<file path="config.mk">
export PLATFORM = sky130hd
export DESIGN_NAME = conv_load_sequencer
export DESIGN_NICKNAME = d
export VERILOG_FILES = /design/src/rtl/conv_load_sequencer.sv
export SDC_FILE = /design/constraint.sdc
export NUM_CORES = 1
export LEC_CHECK = 0
export ABC_AREA = 1
export CAP_MARGIN = 10
export CORE_MARGIN = 2
export CORE_UTILIZATION = 47
export CTS_BUF_LIST = sky130_fd_sc_hd__clkbuf_4
export DETAILED_ROUTE_END_ITERATION = 8
export PLACE_DENSITY_LB_ADDON = 0.12
export SYNTH_ARGS = -nofsm -noshare
export SYNTH_HDL_FRONTEND = slang
export SYNTH_SLANG_ARGS = --single-unit
export TNS_END_PERCENT = 30
</file>
<file path="constraint.sdc">
create_clock -name clk -period 2.3 [get_ports clk]
set_clock_uncertainty 0.05 [all_clocks]
set_input_delay 0.46 -clock clk [delete_from_list [all_inputs] [get_ports clk]]
set_output_delay 0.46 -clock clk [all_outputs]
set_load 0.03 [all_outputs]
</file>
<file path="src/rtl/conv_load_sequencer.sv">
// Moves one conv layer's bias, weight and layer-buffer words from the PCIe
// receive stream into their stores, in that order, and pulses loadDone at the end.
module conv_load_sequencer #(
    parameter int unsigned BIAS_CNT_W   = 8,
    parameter int unsigned WEIGHT_CNT_W = 16,
    parameter int unsigned LAYER_ADDR_W = 12,
    parameter int unsigned DATA_W       = 32
) (
    input  logic                    clk,
    input  logic                    rst,
    input  logic                    ena,
    input  logic                    start,
    input  logic [BIAS_CNT_W-1:0]   biasNum,
    input  logic [WEIGHT_CNT_W-1:0] weightNum,
    input  logic [LAYER_ADDR_W-1:0] layerNum,
    input  logic                    pcieValid,
    input  logic [DATA_W-1:0]       pcieData,
    output logic                    pcieReady,
    input  logic                    biasFull,
    input  logic                    weightFull,
    output logic                    biasWrEn,
    output logic                    weightWrEn,
    output logic                    layerEna,
    output logic                    layerWea,
    output logic [LAYER_ADDR_W-1:0] layerAddr,
    output logic [DATA_W-1:0]       wrData,
    output logic [2:0]              loadState,
    output logic                    loadDone
);

    typedef enum logic [2:0] {
        IDLE   = 3'b000,
        BIAS   = 3'b001,
        WEIGHT = 3'b010,
        LAYER  = 3'b011,
        DONE   = 3'b100
    } state_t;

    state_t                  state;
    logic [BIAS_CNT_W-1:0]   remB;
    logic [WEIGHT_CNT_W-1:0] remW;
    logic [LAYER_ADDR_W-1:0] remL;
    logic                    acc;

    // Ready reflects remaining words and downstream room for the active stage
    always_comb begin
        pcieReady = 1'b0;
        case (state)
            BIAS:    pcieReady = ena && (remB != '0) && !biasFull;
            WEIGHT:  pcieReady = ena && (remW != '0) && !weightFull;
            LAYER:   pcieReady = ena && (remL != '0);
            default: pcieReady = 1'b0;
        endcase
    end

    assign acc        = ena && pcieValid && pcieReady;
    assign biasWrEn   = acc && (state == BIAS);
    assign weightWrEn = acc && (state == WEIGHT);
    assign layerEna   = acc && (state == LAYER);
    assign layerWea   = layerEna;
    assign wrData     = pcieData;
    assign loadState  = state;
    assign loadDone   = (state == DONE);

    // A stage ends once its remaining count is zero after this cycle's accept
    always_ff @(posedge clk or posedge rst) begin
        if (rst) begin
            state     <= IDLE;
            remB      <= '0;
            remW      <= '0;
            remL      <= '0;
            layerAddr <= '0;
        end else if (ena) begin
            case (state)
                IDLE: begin
                    if (start) begin
                        remB      <= biasNum;
                        remW      <= weightNum;
                        remL      <= layerNum;
                        layerAddr <= '0;
                        state     <= BIAS;
                    end
                end
                BIAS: begin
                    if (acc) remB <= remB - BIAS_CNT_W'(1);
                    if ((remB == '0) || ((remB == BIAS_CNT_W'(1)) && acc)) state <= WEIGHT;
                end
                WEIGHT: begin
                    if (acc) remW <= remW - WEIGHT_CNT_W'(1);
                    if ((remW == '0) || ((remW == WEIGHT_CNT_W'(1)) && acc)) state <= LAYER;
                end
                LAYER: begin
                    if (acc) begin
                        remL      <= remL - LAYER_ADDR_W'(1);
                        layerAddr <= layerAddr + LAYER_ADDR_W'(1);
                    end
                    if ((remL == '0) || ((remL == LAYER_ADDR_W'(1)) && acc)) state <= DONE;
                end
                DONE:    state <= IDLE;
                default: state <= IDLE;
            endcase
        end
    end

endmodule

</file>
==> results of run 1 <==
[path summary, 6_finish.rpt]
path,end,depth (start not counted)
max in group asynchronous,remL[7],3
setup reg to reg,remL[10],14
hold / removal,remL[0],3
setup / recovery,biasWrEn,11
hold reg to reg,remB[7],2
min in group clk,remB[7],2
[power breakdown]
group | switching [mW] | total [mW] | internal, mW
sequential | 0.355 | 1.59 | 1.24
clock | 0.304 | 0.642 | 0.338
combinational | 1.82 | 3.15 | 1.32
[layer usage]
| metal | up-vias | share of wire (%) | track usage [%] |
|---|---|---|---|
| li1 | 1808 | - | - |
| met2 | 77 | 48 | 35.4 |
| met3 | 14 | 4.1 | 3.55 |
| met4 | 0 | 1.6 | 5.51 |
| met1 | 1577 | 46 | 24.5 |
| met5 | - | 0 | 0 |
[worst min-delay path: cells and delay by family]
kind,cells,cell delay [ns]
buffers and inverters,3,0.74
[timing repair]
item / in CTS / in global routing
pin swaps: 8 / 2
setup endpoints to repair: 6 / 5
setup buffers: 17 / 4
gates resized for setup: 32 / 9
[logic make-up (layout without fill, tap and decap cells)]
logic type | Yosys count | after routing
xor gates and xnor gates | 9 | 9
DFF | 51 | 51
buffers and inverters | 100 | 155
and+or+nand+nor | 264 | 264
adders and majority gates | 7 | 7
muxes | 7 | 7
AOI/OAI and AO/OA | 93 | 93
[synth_stat cells, drive strengths merged, types with 9 or more instances]
cell type,number
a21oi,10
nand3,29
nand2,150
nor3,9
buf,43
inv,51
nand4,14
o21ai,71
nor2,48
dfrtp,51
[area by class of cell]
| type | instances | area (um^2) |
|---|---|---|
| clock inverter | 3 | 67.6 |
| timing repair buffer | 95 | 902 |
| inverter | 52 | 195 |
| sequential | 51 | 1280 |
| clock buffer | 5 | 37.5 |
| fill | 729 | 3060 |
| tap | 102 | 128 |
| multi-input combinational | 380 | 2050 |
[per-stage QoR]
| step | TNS [ns] | utilization, % | instances | hold WS (ns) | worst slack, ns |
|---|---|---|---|---|---|
| 4_1_cts | -0.471 | 59.8 | 684 | 0.384 | -0.125 |
| 5_1_grt | -0.911 | 60.4 | 688 | 0.384 | -0.214 |
| 3_3_place_gp | 0 | 55.4 | 659 | 0.423 | 0.0903 |
| 3_5_place_dp | 0 | 55.4 | 659 | 0.430 | 0.0770 |
| 6_report | -0.448 | 60.4 | 688 | 0.376 | -0.113 |
| 2_1_floorplan | -0.284 | - | 531 | 0.409 | -0.101 |
[registers in the layout, indices dropped and copies added (netlist names)]
register and count:
remW 16, layerAddr 12, remL 12, remB 8, loadState 3
[cells in the final DEF (no fill, tap or decap), types with 9 or more instances in the layout]
cell             netlist  final
buf_4                 34     32
o21ai_1               25     25
nand4_1               14     14
nor2_1                42     33
clkdlybuf4s50_1        0     57
o21ai_0               40     40
nor2_2                 5      9
dfrtp_1               51     45
a21oi_1               10     10
inv_1                 50     42
inv_2                  1      9
nand2_1              146    142
nand3_1               25     24
==> results.yml, run 1 <==
grt:
  grt_max_degree: 52
  grt_overflow_total: 0
  grt_pass1_vias: 3240
  grt_pass1_wl_um: 14100
  grt_usage_pct: 19.8
  antenna_found_initial: 0
setup_path:
  cp-start-kind: "flop"
  ff2ff_setup_slack_ns: 0.35
  critPathArrivalTime_ns: 1.90
  worstPathRequired_ns: 1.79
  critPathMaxFanout: 6
  r2r_start: "remL[1]"
  startpoint: "remL[1]"
  cp_top_family: "simple AND/OR/NAND/NOR gates"
  critPathBufInv: 2
  worstPathCellList: "inv_2 -> ha_4 -> nand2_4 -> nor2_4 -> nand2_1 -> nand2_2 -> nand3_2 -> and2_4 -> nand2_8 -> nor2_1 -> buf_4"
  cpMaxStageDelayCell: "dfrtp_1"
  max_stage_delay_ns: 0.43
  worstSetupPathType: "reg2out"
  end_kind: "output pin"
clocking:
  cts_tree: "done"
  htreeDepth: 2
  ctsHoldBuffers: 0
  cts_made_buffers: 5
  cts_buffer_depth: 2
  cts_root_buffer: "clkbuf_4"
  cts.sinks: 51
  path_clk_slew_ns: 0.15
  clock_latency_ns: 0.37
yosys:
  synth_mux_area_share_pct: 1.87
  synth-seq-cells: 51
  synth-compound-area-share_pct: 13.7
  avgSynthCellArea_um2: 7.06
  synth_top_family_by_area: "simple AND/OR/NAND/NOR gates"
  synthArstFlopShare_pct: 100
  netlist.area_leader.share_pct: 34.1
  synth-xor-area-share_pct: 2.10
  syn-cell-area_um2: 3750
  yosys_warnings: 0
  yosys.area_share.simple_pct: 31.7
  synth-edff-count: 0
  synth_area_leaders: "dfrtp_1, nand2_1, buf_4"
  synth_cell_types: 40
  syn_nets: 613
  synth_fa_ha_area_share_pct: 2.34
  yosysSeqAreaShare_pct: 34.1
  yosysTopAreaCell: "dfrtp_1"
  syn_inst: 531
  synth-main-ff-cell: "dfrtp_1"
final_layout:
  postLayoutCellArea_um2: 4670
  drive_above_1_share_pct: 18.6
  area_delta_synth_final_pct: 24.5
  fin_nets: 667
  antenna_cells: 0
die:
  rows: 32
  ioPinCount: 128
  start_util_pct: 48.5
  dieArea_um2: 8700
  die_y_um: 93.3
  core_area_um2: 7730
  die_width_um: 93.3
route:
  drcViolationCount: 0
  vias: 3476
  drt-total-wl_um: 8410
  ant_nets: 0
  first_iter_violations: 119
  via_per_inst: 5.05
  first_pass_iters: 4
  drt-wirelength-per-cell_um: 12.2
pwr:
  irDropWorstVdd_mv: 0.552
  cellLeakagePower_nw: 2.15
  p_per_area_nw_per_um2: 1150
  total_power_mw: 5.38
hold_path:
  hp-class: "in2async"
run_status:
  status: "finished with violations"
  violations: "negative setup slack"
place:
  hpwl_um: 5870
  gp_congestion: 0.832
  portBuffers: 63
  place_area_um2: 4280
sta:
  period_share_pct: 105
  worst_slack_ns: -0.113
  fmax_mhz: 414
  hold_viol_final: 0
  drv_slew: 0
  setup_viol: 4
  period_minus_slack_ns: 2.41
  worst_slew_pin_slew_ns: 0.494
  maxSlewHeadroom_pct: 67.1
  rsz0062_at_grt: "yes"
flow_run:
  maxCapViolations: 0
(Power assumes the default switching activity.)
==> run 2, diff against run 1 <==
--- a/config.mk
+++ b/config.mk
@@ -7,6 +7,7 @@
 export LEC_CHECK = 0
 export ABC_AREA = 1
 export CAP_MARGIN = 10
+export CORE_ASPECT_RATIO = 1.4
 export CORE_MARGIN = 2
 export CORE_UTILIZATION = 47
 export CTS_BUF_LIST = sky130_fd_sc_hd__clkbuf_4
==> constraint.sdc (replaced) <==
create_clock -name clk -period 2.3 [get_ports clk]
set_clock_uncertainty 0.05 [all_clocks]
set_input_delay 0.23 -clock clk [delete_from_list [all_inputs] [get_ports clk]]
set_output_delay 0.23 -clock clk [all_outputs]
set_load 0.03 [all_outputs]
==> run 2 against run 1 <==
The run now ends clean. Fmax grew 8.9%. Clock power decreased by 17%. Via count rose by 1.2%. Combinational power fell by 3%. First-iteration DRC count increased by 33%. Sequential power hardly changed. Critical path depth unchanged. Final cell count down 1.2%. Non-clock buffer count is 5 lower. Core utilization fell by 0.98 points. Critical path type unchanged. Largest cell class unchanged. Largest power group unchanged.
==> results.yml, run 2 (synthesis gave the netlist of run 1 again) <==
route:
  ant_nets: 0
  drcViolationCount: 0
  drt-total-wl_um: 8660
  first_iter_violations: 158
  first_pass_iters: 4
  drt-wirelength-per-cell_um: 12.7
  via_per_inst: 5.17
  vias: 3517
sta:
  hold_viol_final: 0
  maxSlewHeadroom_pct: 65.4
  period_share_pct: 96.4
  period_minus_slack_ns: 2.22
  rsz0062_at_grt: "yes"
  worst_slew_pin_slew_ns: 0.518
  worst_slack_ns: 0.0838
  setup_viol: 0
  fmax_mhz: 451
  drv_slew: 0
setup_path:
  worstPathRequired_ns: 2.02
  worstSetupPathType: "reg2out"
  critPathArrivalTime_ns: 1.94
  cp-start-kind: "flop"
  critPathMaxFanout: 6
  end_kind: "output pin"
place:
  portBuffers: 63
  pre_cts_ws_ns: 0.137
  hpwl_um: 6110
  gp_congestion: 0.889
grt:
  grt_pass1_wl_um: 14300
  grt_overflow_total: 0
  grt_pass1_vias: 3282
  grt_usage_pct: 20.4
  antenna_found_initial: 0
  grt_max_degree: 49
clocking:
  cts_root_buffer: "clkbuf_4"
  htreeDepth: 2
  cts_buffer_depth: 2
  clock_latency_ns: 0.39
  cts_made_buffers: 5
  cts.sinks: 51
  cts_tree: "done"
  path_clk_slew_ns: 0.15
  ctsHoldBuffers: 0
pwr:
  power_frac_seq_pct: 31.1
  cellLeakagePower_nw: 2.12
  clkPwrFrac_pct: 10.2
  p_per_area_nw_per_um2: 1130
  power.share.combinational_pct: 58.7
  p_int_mw: 2.75
  irDropWorstVdd_mv: 0.653
  p_switching_mw: 2.47
  switching_share_pct: 47.3
die:
  core_area_um2: 7750
  die_y_um: 110
  die_width_um: 79.5
  dieArea_um2: 8710
  rows: 38
  ioPinCount: 128
  start_util_pct: 48.4
final_layout:
  fin_nets: 662
  drive_above_1_share_pct: 17.1
  final_util_pct: 59.4
  antenna_cells: 0
  top_register: "remW"
  largest_reg_flops: 16
  largestRegisters: "remW (16), layerAddr (12), remL (12)"
  final_common_cell: "nand2_1"
  area_delta_synth_final_pct: 22.9
  final_cell_mix: "nand2_1, clkdlybuf4s50_1, dfrtp_1, inv_1, o21ai_0"
hold_path:
  hp-class: "in2async"
flow_run:
  maxCapViolations: 0
run_status:
  status: "complete, no violations"
## run 2: changes by cell type in the layout (fill, tap and decap cells not counted), moves of 2 or more
cell and delta:
buf_4 -8, buf_6 +3, inv_1 +2, inv_2 -2
nor2_1 +2, nor2_2 -2
## run 2: power by group through the flow
stage / clock network [mW] / registers [mW] / logic (mW)
floorplan: 0 / 1.59 / 2.08
global placement: 0 / 1.62 / 2.57
detailed placement: 0 / 1.63 / 2.64
CTS: 0.551 / 1.60 / 2.88
global route: 0.590 / 1.67 / 3.45
finish: 0.533 / 1.62 / 3.06
## run 2: path summary, 6_finish.rpt
| path | slack (ns) | endpoint | start | depth (start not counted) |
|---|---|---|---|---|
| worst max-delay path | 0.08 | layerEna | remB[0] | 11 |
| worst min-delay path | 0.11 | remW[3] | rst | 2 |
| worst max register to register | 0.31 | remL[0] | remB[0] | 13 |
| worst min register to register | 0.49 | remB[1] | remB[1] | 2 |
| max in group asynchronous | 1.54 | loadState[2] | rst | 3 |
| min in group clk | 0.40 | remW[4] | weightNum[4] | 3 |
## run 2: layout make-up
type | instances | area, um^2
Timing Repair Buffer | 90 | 877
Clock buffer | 6 | 45.0
Clock inverter | 1 | 30.0
Sequential cell | 51 | 1280
Multi-Input combinational cell | 380 | 2050
Tap cell | 100 | 125
Inverter | 52 | 195
Fill cell | 755 | 3150
## run 2: worst max-delay path: stages, from the launching register on
cell     delay (ns)
dfrtp_1        0.43
inv_2          0.10
ha_4           0.14
nand2_1        0.06
nor2_2         0.12
nand2_1        0.09
nand3_2        0.08
nand3_2        0.07
and2_4         0.16
nand2_8        0.08
nor2_4         0.05
buf_6          0.16
## run 2: per-stage QoR
stage                     total power, mW   TNS, ns  std cells  area, um^2  hold slack, ns
after floorplan                      3.67         0        531        3750           0.369
after global placement               4.20         0        656        4270           0.410
after detailed placement             4.27         0        656        4270           0.410
after CTS                            5.04  -0.00661        675        4480           0.124
after global routing                 5.72    -0.332        680        4600           0.151
final                                5.22         0        680        4600           0.115
## run 2: what timing repair did
item / 4_1_cts / 5_1_grt
pin swaps: 7 / 2
buffers inserted: 12 / 5
endpoints found under the setup margin: 4 / 4
hold endpoints to repair: 0 / 0
gates resized for setup: 18 / 22
## run 2: layer usage
metal	share of wire, %	vias to the layer above	routed length (um)	global-route usage [%]
met5	0	-	0	0
met4	1.8	0	160	6.28
met3	3.6	20	314	3.61
met2	52	75	4540	37.8
met1	42	1627	3640	23.6
li1	-	1795	-	-
